File: src/rtl/pipe_column_generator_pkg.sv
// rtl/pipe_column_generator_pkg.sv - shared playfield constants, column type and LFSR helpers
package pipe_column_generator_pkg;

    localparam int PIPE_OPENING = 24;
    localparam int PLAYFIELD_H  = 80;

    localparam logic [15:0] LFSR_MASK = 16'hB400;
    localparam logic [15:0] DEF_SEED  = 16'hACE1;

    typedef logic [6:0] col_t;

    typedef enum logic {
        S_GEN  = 1'b0,
        S_FULL = 1'b1
    } gen_state_t;

    // Right-shifting Galois step; a non-zero state can never map to zero.
    function automatic logic [15:0] lfsr_next(input logic [15:0] v);
        return {1'b0, v[15:1]} ^ (v[0] ? LFSR_MASK : 16'h0000);
    endfunction

endpackage

File: src/rtl/sync_fifo.sv
// rtl/sync_fifo.sv - small synchronous FIFO with level output and synchronous clear
module sync_fifo #(
    parameter int WIDTH = 7,
    parameter int DEPTH = 4
) (
    input  logic                     clk,
    input  logic                     resetn,
    input  logic                     clear,
    input  logic                     push,
    input  logic [WIDTH-1:0]         push_data,
    input  logic                     pop,
    output logic [WIDTH-1:0]         head,
    output logic                     full,
    output logic                     empty,
    output logic [$clog2(DEPTH):0]   level
);

    localparam int AW = $clog2(DEPTH);

    logic [WIDTH-1:0] mem [DEPTH];
    logic [AW-1:0]    wr_ptr;
    logic [AW-1:0]    rd_ptr;
    logic             do_push;
    logic             do_pop;

    assign full    = (level == (AW+1)'(DEPTH));
    assign empty   = (level == '0);
    assign do_push = push && !full;
    assign do_pop  = pop && !empty;
    assign head    = mem[rd_ptr];

    always_ff @(posedge clk or negedge resetn) begin
        if (!resetn) begin
            wr_ptr <= '0;
            rd_ptr <= '0;
            level  <= '0;
        end else if (clear) begin
            wr_ptr <= '0;
            rd_ptr <= '0;
            level  <= '0;
        end else begin
            if (do_push) wr_ptr <= wr_ptr + AW'(1);
            if (do_pop)  rd_ptr <= rd_ptr + AW'(1);
            case ({do_push, do_pop})
                2'b10:   level <= level + (AW+1)'(1);
                2'b01:   level <= level - (AW+1)'(1);
                default: level <= level;
            endcase
        end
    end

    // Storage needs no reset: empty/level gate every read.
    always_ff @(posedge clk) begin
        if (do_push) mem[wr_ptr] <= push_data;
    end

endmodule

File: src/rtl/pipe_column_generator.sv
// rtl/pipe_column_generator.sv - pseudo-random playable pipe column stream for the game datapath
module pipe_column_generator #(
    parameter int          GAP_COLS   = 12,
    parameter int          MIN_H      = 10,
    parameter int          MAX_H      = 50,
    parameter int          MAX_STEP   = 20,
    parameter int          FIFO_DEPTH = 4,
    parameter logic [15:0] DEF_SEED   = pipe_column_generator_pkg::DEF_SEED
) (
    input  logic                          clk,
    input  logic                          resetn,
    input  logic                          clear,
    input  logic                          seed_load,
    input  logic [15:0]                   seed_in,
    input  logic                          req,
    output logic [6:0]                    col_height,
    output logic                          col_valid,
    output logic [$clog2(FIFO_DEPTH):0]   fifo_level,
    output logic                          underflow
);
    import pipe_column_generator_pkg::*;

    localparam int                 CNT_W    = $clog2(GAP_COLS + 1);
    localparam int                 LW       = $clog2(FIFO_DEPTH) + 1;
    localparam logic [7:0]         SPAN8    = 8'(MAX_H - MIN_H);
    localparam logic [7:0]         MIN8     = 8'(MIN_H);
    localparam logic [7:0]         STEP8    = 8'(MAX_STEP);
    localparam logic [7:0]         MID8     = 8'((MIN_H + MAX_H) / 2);
    localparam logic [CNT_W-1:0]   GAP_LAST = CNT_W'(GAP_COLS);

    logic [15:0]      lfsr;
    logic [15:0]      seed_eff;
    gen_state_t       state;
    gen_state_t       state_nxt;
    logic [7:0]       prev_h;
    logic [7:0]       cand_h;
    logic [7:0]       diff;
    logic             cand_ok;
    logic             push;
    logic             pop;
    logic [CNT_W-1:0] col_cnt;
    col_t             head;
    logic             full;
    logic             empty;

    assign seed_eff = (seed_load && seed_in != 16'h0000) ? seed_in : DEF_SEED;

    // Candidate height and its distance from the previous pipe, all 8-bit unsigned.
    assign cand_h  = MIN8 + {2'b00, lfsr[5:0]};
    assign diff    = (cand_h >= prev_h) ? (cand_h - prev_h) : (prev_h - cand_h);
    assign cand_ok = ({2'b00, lfsr[5:0]} <= SPAN8) && (diff <= STEP8);

    assign push = !clear && (state == S_GEN) && cand_ok && !full;
    assign pop  = !clear && req && (col_cnt == '0) && !empty;

    sync_fifo #(
        .WIDTH (7),
        .DEPTH (FIFO_DEPTH)
    ) u_fifo (
        .clk       (clk),
        .resetn    (resetn),
        .clear     (clear),
        .push      (push),
        .push_data (cand_h[6:0]),
        .pop       (pop),
        .head      (head),
        .full      (full),
        .empty     (empty),
        .level     (fifo_level)
    );

    always_ff @(posedge clk or negedge resetn) begin
        if (!resetn) begin
            lfsr   <= DEF_SEED;
            prev_h <= MID8;
            state  <= S_GEN;
        end else if (clear) begin
            lfsr   <= seed_eff;
            prev_h <= MID8;
            state  <= S_GEN;
        end else begin
            lfsr  <= lfsr_next(lfsr);
            state <= state_nxt;
            if (push) prev_h <= cand_h;
        end
    end

    always_comb begin
        state_nxt = state;
        case (state)
            S_GEN:   if (push && !pop && fifo_level == LW'(FIFO_DEPTH - 1)) state_nxt = S_FULL;
            S_FULL:  if (pop) state_nxt = S_GEN;
            default: state_nxt = S_GEN;
        endcase
    end

    // One pipe slot, then GAP_COLS sky columns; an empty FIFO keeps the slot pending.
    always_ff @(posedge clk or negedge resetn) begin
        if (!resetn) begin
            col_height <= '0;
            col_valid  <= 1'b0;
            col_cnt    <= '0;
            underflow  <= 1'b0;
        end else if (clear) begin
            col_height <= '0;
            col_valid  <= 1'b0;
            col_cnt    <= '0;
            underflow  <= 1'b0;
        end else begin
            col_valid <= req;
            if (req) begin
                if (col_cnt == '0) begin
                    if (!empty) begin
                        col_height <= head;
                        col_cnt    <= CNT_W'(1);
                    end else begin
                        col_height <= '0;
                        underflow  <= 1'b1;
                    end
                end else begin
                    col_height <= '0;
                    col_cnt    <= (col_cnt == GAP_LAST) ? '0 : col_cnt + CNT_W'(1);
                end
            end
        end
    end

endmodule

File: config.mk
export PLATFORM = sky130hd
export DESIGN_NAME = pipe_column_generator
export DESIGN_NICKNAME = d
export VERILOG_FILES = /design/src/rtl/pipe_column_generator_pkg.sv /design/src/rtl/sync_fifo.sv /design/src/rtl/pipe_column_generator.sv
export SDC_FILE = /design/constraint.sdc
export NUM_CORES = 1
export LEC_CHECK = 0
export CAP_MARGIN = 25
export CORE_MARGIN = 10
export CORE_UTILIZATION = 40
export CTS_CLUSTER_SIZE = 16
export DETAILED_ROUTE_END_ITERATION = 8
export SYNTH_ARGS = -nofsm -noshare
export SYNTH_HDL_FRONTEND = slang
export SYNTH_SLANG_ARGS = --single-unit
File: constraint.sdc
create_clock -name clk -period 5.23 [get_ports clk]
set_input_delay 1.3075 -clock clk [delete_from_list [all_inputs] [get_ports clk]]
set_output_delay 1.3075 -clock clk [all_outputs]
set_load 0.05 [all_outputs]
==> flow_metrics.tcl <==
set metrics [dict create \
    ir_drop_mv 0.1560 \
    hp-class "reg -> reg" \
    yosysSeqAreaShare_pct 52.06 \
    drv_cap 0 \
    start_util_pct 40.87 \
    track_usage_pct 12.75 \
    fin_area_mm2 0.004399 \
    max_freq_ghz 0.2265 \
    path_class "reg -> reg" \
    postCtsSetupRepairBufs 0 \
    coreArea_mm2 0.009196 \
    fin_setup_tns_ns 0 \
    first_pass_iters 4 \
    cts_htree_levels 3 \
    status "finished clean" \
    synth_top_area_share_pct 22.37 \
    finalSetupViolCount 0 \
    hold_violations 0 \
    cts.path.max_buffers 2 \
    p_sw_share_pct 35.08 \
    synth.most_common_cell "dfrtp_1" \
    synth_nets 374 \
    antenna_cells 0 \
    route.detailed.vias_per_inst 5.562 \
    finalPower_mw 1.765 \
    cts_root_buf "clkbuf_8" \
    grt_pass1_wl_mm 13.83 \
    power.density_mw_per_mm2 401.3 \
    drv_slew 0 \
    period_share_pct 84.44 \
    syn_area_per_cell_um2 11.32 \
    worst_pin_slew_ns 0.9485 \
    arrival_ns 4.70 \
    hpwl_mm 5.906 \
    overflow 0 \
    wl_mm 8.182 \
    cts_tree "built" \
    die_y_um 116.9 \
    cts.repair.resized 0 \
    crit_path_start_kind "flip-flop" \
    cts_num_sinks 72 \
    leakage_nw 1.778 \
    internal_power_mw 1.146 \
    fin_worst_skew_ns 0.01079 \
    synthTopCellsByArea "edfxtp_1 22%, dfrtp_1 21%, dfstp_2 8.4%" \
    rsz0062_at_grt "no" \
    drc 0 \
    synthCells 332 \
    p_comb_share_pct 33.0 \
    numCtsBuffers 9 \
    finalCriticalPeriod_ns 4.416 \
    globalplace.congestion 0.8584 \
    post-route-util_pct 47.84 \
    synth_area_mm2 0.003759 \
    max_slew_margin_pct 35.13 \
    vias 2681 \
    drtAntennaViolNets 0 \
    ys.flop_type "dfrtp_1" \
    finalNetCount 408 \
    io_buffer_count 32 \
    ys_warn_count 0 \
    die_w_um 116.9 \
    syn_to_final_growth_pct 17.04 \
    ctsHoldBuffers 0 \
    ys_seq_elements 72 \
    p_sw_mw 0.6193 \
    clock_power_share_pct 27.5 \
    synth_area_leader_cell "edfxtp_1" \
    critPathMaxFanout 14 \
    dieArea_mm2 0.01367 \
    synth_common_cells "32 x dfrtp_1, 28 x edfxtp_1, 22 x inv_1" \
    setup.worst_path.end_class "flip-flop" \
    synth_edf_count 28 \
    drive_above_1_share_pct 11.86 \
    clk_pin_slew_worst_paths_ns 0.08 \
    rows 35 \
    pin_count 33 \
    place_ws_ns 0.8249 \
    drt-initial-drc-count 145 \
    grt_pass1_vias 2850 \
    ys_types 53 \
    clk_latency_ns 0.34 \
    antenna_found_initial 0 \
    placed_area_mm2 0.004182 \
    finalWorstSetupSlack_ns 0.8140 \
    grt_max_degree 45 \
    power_frac_seq_pct 39.5 \
    synthArstFlopShare_pct 61.11 \
    crit_required_ns 5.51 \
    wl_per_cell_um 16.98 \
]
## cell type report
cell class,count,area (um^2)
fillers,839,4797
flip-flops and latches,72,1957
multi-input cells,222,1639
repair buffers,38,360.3
well taps,111,138.9
clock buffers,10,127.6
clock inverters,6,90.09
inverters,23,86.33
## flip-flops by register name (all words and copies together), names as in the netlist
signal	flops
u_fifo.mem	28
lfsr	16
col_height	7
prev_h	7
col_cnt	4
u_fifo.level	3
u_fifo.rd_ptr	2
u_fifo.wr_ptr	2
col_valid	1
state	1
underflow	1
## placed cells by master (no fill, tap or decap), types with 4 or more instances in the layout
master / netlist / routed
and3_1: 9 / 9
nor2_1: 20 / 20
o211ai_1: 6 / 6
dfstp_2: 12 / 12
a21oi_1: 21 / 21
clkdlybuf4s50_1: 0 / 31
edfxtp_1: 28 / 28
buf_4: 1 / 6
ha_1: 20 / 20
nand3_1: 10 / 10
inv_1: 22 / 22
o22a_1: 4 / 4
nor3_1: 11 / 11
dfrtp_1: 32 / 32
mux4_2: 7 / 7
nand2_1: 15 / 15
a211oi_1: 6 / 6
xnor2_1: 9 / 9
a22o_1: 15 / 15
nor4_1: 8 / 8
nand2b_1: 4 / 4
o21ai_0: 13 / 13
clkbuf_8: 0 / 9
## final timing paths
| kind | depth (start not counted) | end | from | slack (ns) |
|---|---|---|---|---|
| worst max-delay path | 18 | u_fifo.level[2] | lfsr[1] | 0.81 |
| worst min-delay path | 1 | lfsr[7] | lfsr[8] | 0.48 |
| worst max register to register | 18 | u_fifo.level[2] | lfsr[1] | 0.81 |
| worst min register to register | 1 | lfsr[7] | lfsr[8] | 0.48 |
| max in group asynchronous | 2 | prev_h[3] | resetn | 3.80 |
| min in group asynchronous | 2 | col_height[6] | resetn | 1.02 |
## through the flow
stage                     hold WS, ns  cells
after floorplan                0.4497    332
after global placement         0.4602    466
after detailed placement       0.4665    466
after CTS                      0.4865    482
after global routing           0.4989    482
final                          0.4808    482
## metal layers
metal | vias up | share of wire, % | global-route usage (%)
met5 | - | 0 | 0
met3 | 9 | 4.2 | 3.160
met2 | 65 | 49 | 21.45
met1 | 1307 | 46 | 15.51
li1 | 1300 | - | -
met4 | 0 | 1.2 | 4.530
## critical path, stage by stage, from the launching register on
cell and delay [ns]:
dfrtp_1 0.45, ha_1 0.21, o21ai_0 0.10, xnor2_1 0.47, ha_1 0.40, a21oi_1 0.14
o21ai_0 0.14, a221oi_1 0.47, nand3b_1 0.14, and3_1 0.23, o211a_1 0.20, buf_4 0.18
nand2_2 0.11, nand2_1 0.07, fa_1 0.40, nor3_1 0.19, a21oi_1 0.05, or3_1 0.32
nand3_1 0.09
## power by group through the flow
stage	Sequential [mW]	Clock, mW	Combinational (mW)
after floorplan	0.728	0	0.417
after global placement	0.706	0	0.575
final	0.697	0.486	0.582
after CTS	0.698	0.500	0.583
after global routing	0.705	0.523	0.651
after detailed placement	0.709	0	0.579
## kinds of logic (layout without fill, tap and decap cells)
logic type	Yosys count	after routing	share of synthesized area [%]
simple gates	93	93	12.72
compound gates	88	88	16.41
flops	72	72	52.06
buf+inv	38	77	4.327
fa+ha+maj	21	21	7.190
xor+xnor	11	11	2.563
mux	9	9	4.727
Note: power is estimated with default switching activity, not from simulation.
